### src/rtl/core_pkg.sv
// Shared core types: datapath width, memory-stage FSM states
// and base opcodes used by decode, execute and memory.
package core_pkg;

  localparam int XLEN = 64;

  typedef enum logic [1:0] {
    IDLE,
    REQ,
    WAIT_RSP
  } mem_state_t;

  localparam logic [6:0] OP_LOAD   = 7'b0000011;
  localparam logic [6:0] OP_STORE  = 7'b0100011;
  localparam logic [6:0] OP_RTYPE  = 7'b0110011;
  localparam logic [6:0] OP_IMM    = 7'b0010011;
  localparam logic [6:0] OP_BRANCH = 7'b1100011;

endpackage

### src/rtl/mem_stage_if.sv
// Data-memory port: valid/ready request channel plus
// a valid-only read response channel.
interface mem_stage_if;
  import core_pkg::*;

  logic            dmem_req_valid;
  logic            dmem_req_ready;
  logic [XLEN-1:0] dmem_addr;
  logic [XLEN-1:0] dmem_wdata;
  logic            dmem_we;
  logic            dmem_rsp_valid;
  logic [XLEN-1:0] dmem_rdata;

  modport master (
    output dmem_req_valid,
    output dmem_addr,
    output dmem_wdata,
    output dmem_we,
    input  dmem_req_ready,
    input  dmem_rsp_valid,
    input  dmem_rdata
  );

  modport slave (
    input  dmem_req_valid,
    input  dmem_addr,
    input  dmem_wdata,
    input  dmem_we,
    output dmem_req_ready,
    output dmem_rsp_valid,
    output dmem_rdata
  );

endinterface

### src/rtl/mem_stage.sv
// Memory-access stage: doubleword LD/SD over the dmem port,
// single-cycle writeback pulse, load timeout and misalign errors.
module mem_stage
  import core_pkg::*;
#(
  parameter int TIMEOUT_CYCLES = 256,
  parameter int CNT_W          = 9
) (
  input  logic             clk,
  input  logic             rst_n,
  input  logic             in_valid,
  output logic             in_ready,
  input  logic [XLEN-1:0]  alu_result,
  input  logic [XLEN-1:0]  store_data,
  input  logic             mem_we,
  input  logic             mem_to_reg,
  input  logic             rd_we,
  input  logic [4:0]       rd_addr,
  mem_stage_if.master      dmem,
  output logic             wb_valid,
  output logic             wb_we,
  output logic [4:0]       wb_rd,
  output logic [XLEN-1:0]  wb_data,
  output logic             wb_err
);

  mem_state_t      state, state_n;
  logic [CNT_W-1:0] cnt, cnt_n;
  logic [XLEN-1:0] addr_q, wdata_q;
  logic [4:0]      rd_q;
  logic            we_q, st_q;
  logic            wbv_n, wbwe_n, wbe_n;
  logic [XLEN-1:0] wbd_n;
  logic            accept;

  assign in_ready = (state == IDLE);
  assign accept   = in_valid && in_ready;

  assign dmem.dmem_addr  = addr_q;
  assign dmem.dmem_wdata = wdata_q;
  assign dmem.dmem_we    = st_q;
  assign wb_rd           = rd_q;

  always_ff @(posedge clk or negedge rst_n) begin
    if (!rst_n) begin
      state <= IDLE;
      cnt   <= '0;
    end else begin
      state <= state_n;
      cnt   <= cnt_n;
    end
  end

  always_comb begin
    state_n             = state;
    cnt_n               = cnt;
    wbv_n               = 1'b0;
    wbwe_n              = wb_we;
    wbd_n               = wb_data;
    wbe_n               = wb_err;
    dmem.dmem_req_valid = 1'b0;
    unique case (state)
      IDLE: begin
        if (accept) begin
          if (!mem_we && !mem_to_reg) begin
            wbv_n  = 1'b1;
            wbwe_n = rd_we;
            wbd_n  = alu_result;
            wbe_n  = 1'b0;
          end else if (alu_result[2:0] != 3'b000) begin
            wbv_n  = 1'b1;
            wbwe_n = 1'b0;
            wbd_n  = '0;
            wbe_n  = 1'b1;
          end else begin
            state_n = REQ;
          end
        end
      end
      REQ: begin
        dmem.dmem_req_valid = 1'b1;
        if (dmem.dmem_req_ready) begin
          if (st_q) begin
            state_n = IDLE;
            wbv_n   = 1'b1;
            wbwe_n  = 1'b0;
            wbe_n   = 1'b0;
          end else begin
            state_n = WAIT_RSP;
            cnt_n   = '0;
          end
        end
      end
      WAIT_RSP: begin
        // a response in the timeout cycle still completes the load
        if (dmem.dmem_rsp_valid) begin
          state_n = IDLE;
          wbv_n   = 1'b1;
          wbwe_n  = we_q;
          wbd_n   = dmem.dmem_rdata;
          wbe_n   = 1'b0;
        end else if (cnt == CNT_W'(TIMEOUT_CYCLES - 1)) begin
          state_n = IDLE;
          wbv_n   = 1'b1;
          wbwe_n  = 1'b0;
          wbd_n   = '0;
          wbe_n   = 1'b1;
        end else begin
          cnt_n = cnt + 1'b1;
        end
      end
      default: state_n = IDLE;
    endcase
  end

  always_ff @(posedge clk or negedge rst_n) begin
    if (!rst_n) begin
      addr_q  <= '0;
      wdata_q <= '0;
      rd_q    <= '0;
      we_q    <= 1'b0;
      st_q    <= 1'b0;
    end else if (accept) begin
      addr_q  <= alu_result;
      wdata_q <= store_data;
      rd_q    <= rd_addr;
      we_q    <= rd_we;
      st_q    <= mem_we;
    end
  end

  always_ff @(posedge clk or negedge rst_n) begin
    if (!rst_n) begin
      wb_valid <= 1'b0;
      wb_we    <= 1'b0;
      wb_data  <= '0;
      wb_err   <= 1'b0;
    end else begin
      wb_valid <= wbv_n;
      wb_we    <= wbwe_n;
      wb_data  <= wbd_n;
      wb_err   <= wbe_n;
    end
  end

endmodule

### src/flat_wrapper.sv
// flat-port wrapper written by rule: the top's interface ports become plain ports
module mem_stage_flat import core_pkg::*;
#(
  parameter int TIMEOUT_CYCLES = 256,
  parameter int CNT_W          = 9
)
  (clk, rst_n, in_valid, in_ready, alu_result, store_data, mem_we, mem_to_reg, rd_we, rd_addr, wb_valid, wb_we, wb_rd, wb_data, wb_err, dmem_dmem_req_valid, dmem_dmem_addr, dmem_dmem_wdata, dmem_dmem_we, dmem_dmem_req_ready, dmem_dmem_rsp_valid, dmem_dmem_rdata);
  mem_stage_if dmem_i ();
  input  logic clk;
  input  logic rst_n;
  input  logic in_valid;
  output logic in_ready;
  input  logic [XLEN-1:0] alu_result;
  input  logic [XLEN-1:0] store_data;
  input  logic mem_we;
  input  logic mem_to_reg;
  input  logic rd_we;
  input  logic [4:0] rd_addr;
  output logic wb_valid;
  output logic wb_we;
  output logic [4:0] wb_rd;
  output logic [XLEN-1:0] wb_data;
  output logic wb_err;
  output wire logic [$bits(dmem_i.dmem_req_valid)-1:0] dmem_dmem_req_valid;
  output wire logic [$bits(dmem_i.dmem_addr)-1:0] dmem_dmem_addr;
  output wire logic [$bits(dmem_i.dmem_wdata)-1:0] dmem_dmem_wdata;
  output wire logic [$bits(dmem_i.dmem_we)-1:0] dmem_dmem_we;
  input wire logic [$bits(dmem_i.dmem_req_ready)-1:0] dmem_dmem_req_ready;
  input wire logic [$bits(dmem_i.dmem_rsp_valid)-1:0] dmem_dmem_rsp_valid;
  input wire logic [$bits(dmem_i.dmem_rdata)-1:0] dmem_dmem_rdata;
  assign dmem_dmem_req_valid = dmem_i.dmem_req_valid;
  assign dmem_dmem_addr = dmem_i.dmem_addr;
  assign dmem_dmem_wdata = dmem_i.dmem_wdata;
  assign dmem_dmem_we = dmem_i.dmem_we;
  assign dmem_i.dmem_req_ready = dmem_dmem_req_ready;
  assign dmem_i.dmem_rsp_valid = dmem_dmem_rsp_valid;
  assign dmem_i.dmem_rdata = dmem_dmem_rdata;
  mem_stage #(.TIMEOUT_CYCLES(TIMEOUT_CYCLES), .CNT_W(CNT_W)) u_core (.clk(clk), .rst_n(rst_n), .in_valid(in_valid), .in_ready(in_ready), .alu_result(alu_result), .store_data(store_data), .mem_we(mem_we), .mem_to_reg(mem_to_reg), .rd_we(rd_we), .rd_addr(rd_addr), .dmem(dmem_i), .wb_valid(wb_valid), .wb_we(wb_we), .wb_rd(wb_rd), .wb_data(wb_data), .wb_err(wb_err));
endmodule
### config.mk
export PLATFORM = sky130hd
export DESIGN_NAME = mem_stage_flat
export DESIGN_NICKNAME = d
export VERILOG_FILES = /design/src/rtl/core_pkg.sv /design/src/rtl/mem_stage_if.sv /design/src/rtl/mem_stage.sv /design/src/flat_wrapper.sv
export SDC_FILE = /design/constraint.sdc
export NUM_CORES = 1
export LEC_CHECK = 0
export CAP_MARGIN = 20
export CORE_AREA = 4 4 156 158
export DETAILED_ROUTE_END_ITERATION = 8
export DIE_AREA = 0 0 160 162
export PLACE_DENSITY_LB_ADDON = 0.1
export SYNTH_ARGS = -nofsm -noshare
export SYNTH_HDL_FRONTEND = slang
export SYNTH_SLANG_ARGS = --single-unit
### constraint.sdc
create_clock -name clk -period 3.52 [get_ports clk]
set_clock_uncertainty 0.1 [all_clocks]
set_input_delay 0.88 -clock clk [delete_from_list [all_inputs] [get_ports clk]]
set_output_delay 0.88 -clock clk [all_outputs]
set_load 0.01 [all_outputs]
## Word level (Yosys, flattened, before mapping)

Cells that the tools add are included.

- Muxes and demuxes: 42
- Equal/unequal tests: 13
- $add $sub $neg: 1
- Reduce and logical (&&, ||, !) cells: 13

Operators with widths:

| cell | count |
|---|---|
| $mux W64 | 5 |
| $pmux W64 S2 | 1 |
| $mux W9 | 4 |
| $mux W1 | 20 |
| $pmux W9 S2 | 1 |
| $mux W2 | 7 |
| $ne A2 B2 Y1 const B | 7 |
| $reduce_and A5 Y1 | 2 |
| $add A9 B1 Y9 const B | 1 |
| $eq A9 B8 Y1 const B | 1 |
| $pmux W1 S3 | 3 |
| $pmux W2 S3 | 1 |
| $reduce_and A6 Y1 | 1 |
| $reduce_bool A3 Y1 | 2 |
| $reduce_and A4 Y1 | 1 |
| $reduce_bool A2 Y1 | 2 |
| $ne A3 B2 Y1 const B | 1 |
| $ne A3 B3 Y1 const B | 1 |
| $eq A2 B1 Y1 const B | 1 |
| $eq A2 B2 Y1 const B | 1 |
| $logic_and A1 B1 Y1 | 2 |
| $logic_not A1 Y1 | 2 |
| $logic_not A2 Y1 | 1 |
| $ne A2 B1 Y1 const B | 1 |

- Register bits: 213
- Output and inout port bits: 203
- Input bits: 205
- Logic and storage cells: 80

## Longest topological paths before layout

- Depth after elaboration: 5
- Gate-level depth with buffers: 9
- Mapped depth without buffers: 8

## Least setup slack after synthesis

No wires, ideal clock.

- Path kind: input-to-reg
- Start: input mem_to_reg
- End: register u_core.wb_data[0]
- Data arrival time: 2.035 ns
- Stages: 5
- Setup time: 0.125 ns
- Buffers on the path: 1
- Required time: 3.295 ns
- Slack: 1.260 ns
- Cells stage by stage: nor2_1 -> o41ai_4 -> a21oi_4 -> buf_6 -> mux2_4

- Word-level cells in the longest chain between the ends: 5
- Elaborated cells on any way between the ends: 7
- Classes of those cells: eq/ne: 1; mux: 3; reduce/logical: 3

Ends and longest elaborated chain:

| element | line | RTL |
|---|---|---|
| start: declaration | flat_wrapper.sv:16 | `input logic mem_to_reg;` |
| $logic_not A1 Y1 * | mem_stage.sv:65 | `if (!mem_we && !mem_to_reg) begin` |
| $logic_and A1 B1 Y1 * | mem_stage.sv:65 |  |
| $mux W64 | mem_stage.sv:65 |  |
| $mux W64 | mem_stage.sv:64 | `if (accept) begin` |
| $pmux W64 S2 | mem_stage.sv:62 | `unique case (state)` |
| end signal: assignment | mem_stage.sv:141 | `wb_data <= wbd_n;` |
| end: declaration | mem_stage.sv:23 | `output logic [XLEN-1:0] wb_data,` |

Mark *: on every way between the ends. The rest lies on a longest branch, timed or not. The select of a mux whose other input is x is not followed.
A chain may end at the register's enable or synchronous reset.

## Worst setup path after layout

- Start: register u_core.state[0]
- End: output in_ready

- Word-level cells in the longest chain between the ends: 1

Ends and longest elaborated chain:

| element | line | RTL |
|---|---|---|
| start: declaration | mem_stage.sv:27 | `mem_state_t state, state_n;` |
| start signal: assignment | mem_stage.sv:49 | `state <= state_n;` |
| $logic_not A2 Y1 | mem_stage.sv:36 | `assign in_ready = (state == IDLE);` |
| end: declaration | flat_wrapper.sv:12 | `output logic in_ready;` |

No other way between the ends.

==> flow_summary.toml <==
[critical_path]
worstReg2RegEnd = "u_core.cnt[7]"
rr_worst_depth = 8
worstPathArrival_ns = 1.93
end_kind = "output port"
r2r_start = "u_core.cnt[0]"
critPathSlowestCell = "clkdlybuf4s50_1"
cp-start-kind = "flip-flop"
slowest_delay_ns = 0.59
crit_chain = "inv_1 > ha_1 > clkdlybuf4s50_1"
r2r_slack_ns = 1.02
critical_path_class = "flip-flop to output port"
worstPathMaxFanout = 5
cp-startpoint = "u_core.state[0]"
required_ns = 2.54

[logic_synthesis]
synth.top_cell.area_share_pct = 58.5
netlist_instances = 590
synth_top_cell_by_area = "dfrtp_1"
netlist_area_um2 = 9110
yosys_register_bits = 213
seq_area_frac_synth_pct = 58.5
avgSynthCellArea_um2 = 15.4
synth_nets = 802
yosysWarnings = 0
synth_area_leaders = "dfrtp_1 59%, mux2_2 18%, mux2_4 9.9%"
ys_types = 39

[drt]
ant_nets = 0
drc = 0
drt_iter0_markers = 245
dr.pass1.iters = 4
via_per_inst = 5.04
drt_wl_total_mm = 27.4
num_vias = 6571
wl_per_cell_um = 21.0

[timing]
max-slew-margin-rel_pct = 43.4
tightest_slew_ns = 0.850
slew_violations = 0
rsz0062_at_grt = "false"
fin_tns_setup_ns = 0
finalHoldViolations = 0
period_share_pct = 82.8
max_freq_mhz = 343
setup_viol = 0
fin_crit_ns = 2.91

[power]
p_leak_nw = 6.07
ir_worst_vdd_mv = 0.443
power_mw = 11.7
power_density_nw_per_um2 = 819

[finish]
mostFrequentLayoutCells = "406 x clkdlybuf4s50_1, 213 x dfrtp_1, 143 x mux2_2"
area_growth_pct = 56.7
nets = 1213
mostFrequentLayoutCell = "clkdlybuf4s50_1"
final_area_um2 = 14300
final_core_util_pct = 61.7
drive_gt1_share_pct = 25.0

[floorplan]
ioPinCount = 408
initial_utilization_pct = 39.4
core.rowCount = 56
dieArea_um2 = 25900
dieWidth_um = 160
fp.dieH_um = 162
coreArea_um2 = 23100

[grt]
grt_usage_pct = 20.2
grt_pass1_wl_mm = 41.8
grt_antenna_before_repair = 1
grt_max_degree = 77
grt-ovfl-total = 0
grt_pass1_vias = 7015

[cts]
clock_sinks = 213
clk_latency_ns = 0.51
root_buffer = "clkbuf_16"
tritoncts = "built"
cts_buffers = 25
clk_path_buf_depth = 3
postCtsHoldBufs = 0
clk_pin_slew_ns = 0.05
cts.htree.levels = 1
cts_setup_buffers = 0
cts_resized = 0

[placement]
port_buffers = 407
globalplace.congestion = 0.755
dp_hpwl_mm = 19.8
dpl-instance-area_um2 = 13500

[status]
outcome = "complete, no violations"

[hold_path]
hp-class = "primary input to asynchronous set/reset pin"

[run]
cap_violations = 0
## state kept, by name, indices dropped and copies added (netlist names)
name	count
u_core.dmem.dmem_wdata	64
u_core.we_q	1
u_core.cnt	9
u_core.wb_rd	5
u_core.wb_data	64
u_core.state	2
u_core.wb_err	1
u_core.wb_we	1
u_core.dmem.dmem_addr	64
u_core.dmem.dmem_we	1
u_core.wb_valid	1
## synthesized netlist by cell type (all sizes together)
master / instances
o2bb2ai: 1
inv: 5
buf: 21
a32o: 1
nor4: 1
a21oi: 8
a211o: 1
a31oi: 1
nand4: 2
o21ai: 4
nand2: 11
mux2: 203
or3: 1
o221ai: 2
o22ai: 1
o31ai: 3
nor2b: 1
nand3b: 2
nand3: 4
o21a: 1
o41ai: 1
a2111o: 1
a22o: 64
and2: 2
and3b: 1
nor2: 4
or4: 3
o21bai: 1
clkbuf: 14
or2b: 1
dfrtp: 213
nand2b: 2
ha: 7
nor3: 2
## layer usage
layer | vias to the layer above | wire (um) | GRT usage [%]
li1 | 2999 | - | -
met1 | 3239 | 10900 | 24.2
met2 | 287 | 13100 | 33.4
met3 | 46 | 2800 | 8.37
met4 | 0 | 721 | 6.26
met5 | - | 0 | 0
## where the power goes
part / internal [mW] / switching [mW]
combinational: 3.26 / 2.08
sequential: 3.48 / 0.512
clock: 1.40 / 0.974
## critical path: cells and delay by family, from the launching register on
kind	cells	cell delay, ns
buffers and inverters	2	0.71
DFF	1	0.40
adders and majority gates	1	0.31
## through the flow
stage | cells | hold WS (ns) | setup WS, ns
CTS | 1304 | 0.272 | 0.567
detailed placement | 1264 | 0.388 | 0.496
global route | 1305 | 0.282 | 0.490
finish | 1305 | 0.261 | 0.607
floorplan | 590 | 0.350 | 1.26
global placement | 1264 | 0.372 | 0.570
## cell families after synthesis
group / after synthesis / synth area share [%]
flops: 213 / 58.5
mux: 203 / 27.6
compound gates: 90 / 8.41
buf+inv: 40 / 2.34
simple gates: 37 / 2.21
fa+ha+maj: 7 / 0.961
## worst max path at each step
stage,end,slack [ns],cells after the start
2_1_floorplan,u_core.wb_data[0],1.26,5
3_3_place_gp,u_core.wb_data[51],0.57,6
3_5_place_dp,u_core.wb_data[50],0.50,6
4_1_cts,in_ready,0.57,3
5_1_grt,in_ready,0.49,3
6_report,in_ready,0.61,3
## area by class of cell
class	instances	area, um2
flip-flops and latches	213	5330
clock buffers	38	724
fillers	1821	8840
well taps	290	363
clock inverters	2	13.8
repair buffers	419	4240
multi-input cells	337	3580
diodes	1	2.50
inverters	5	18.8
No activity file was read; power rests on OpenSTA's default activity.
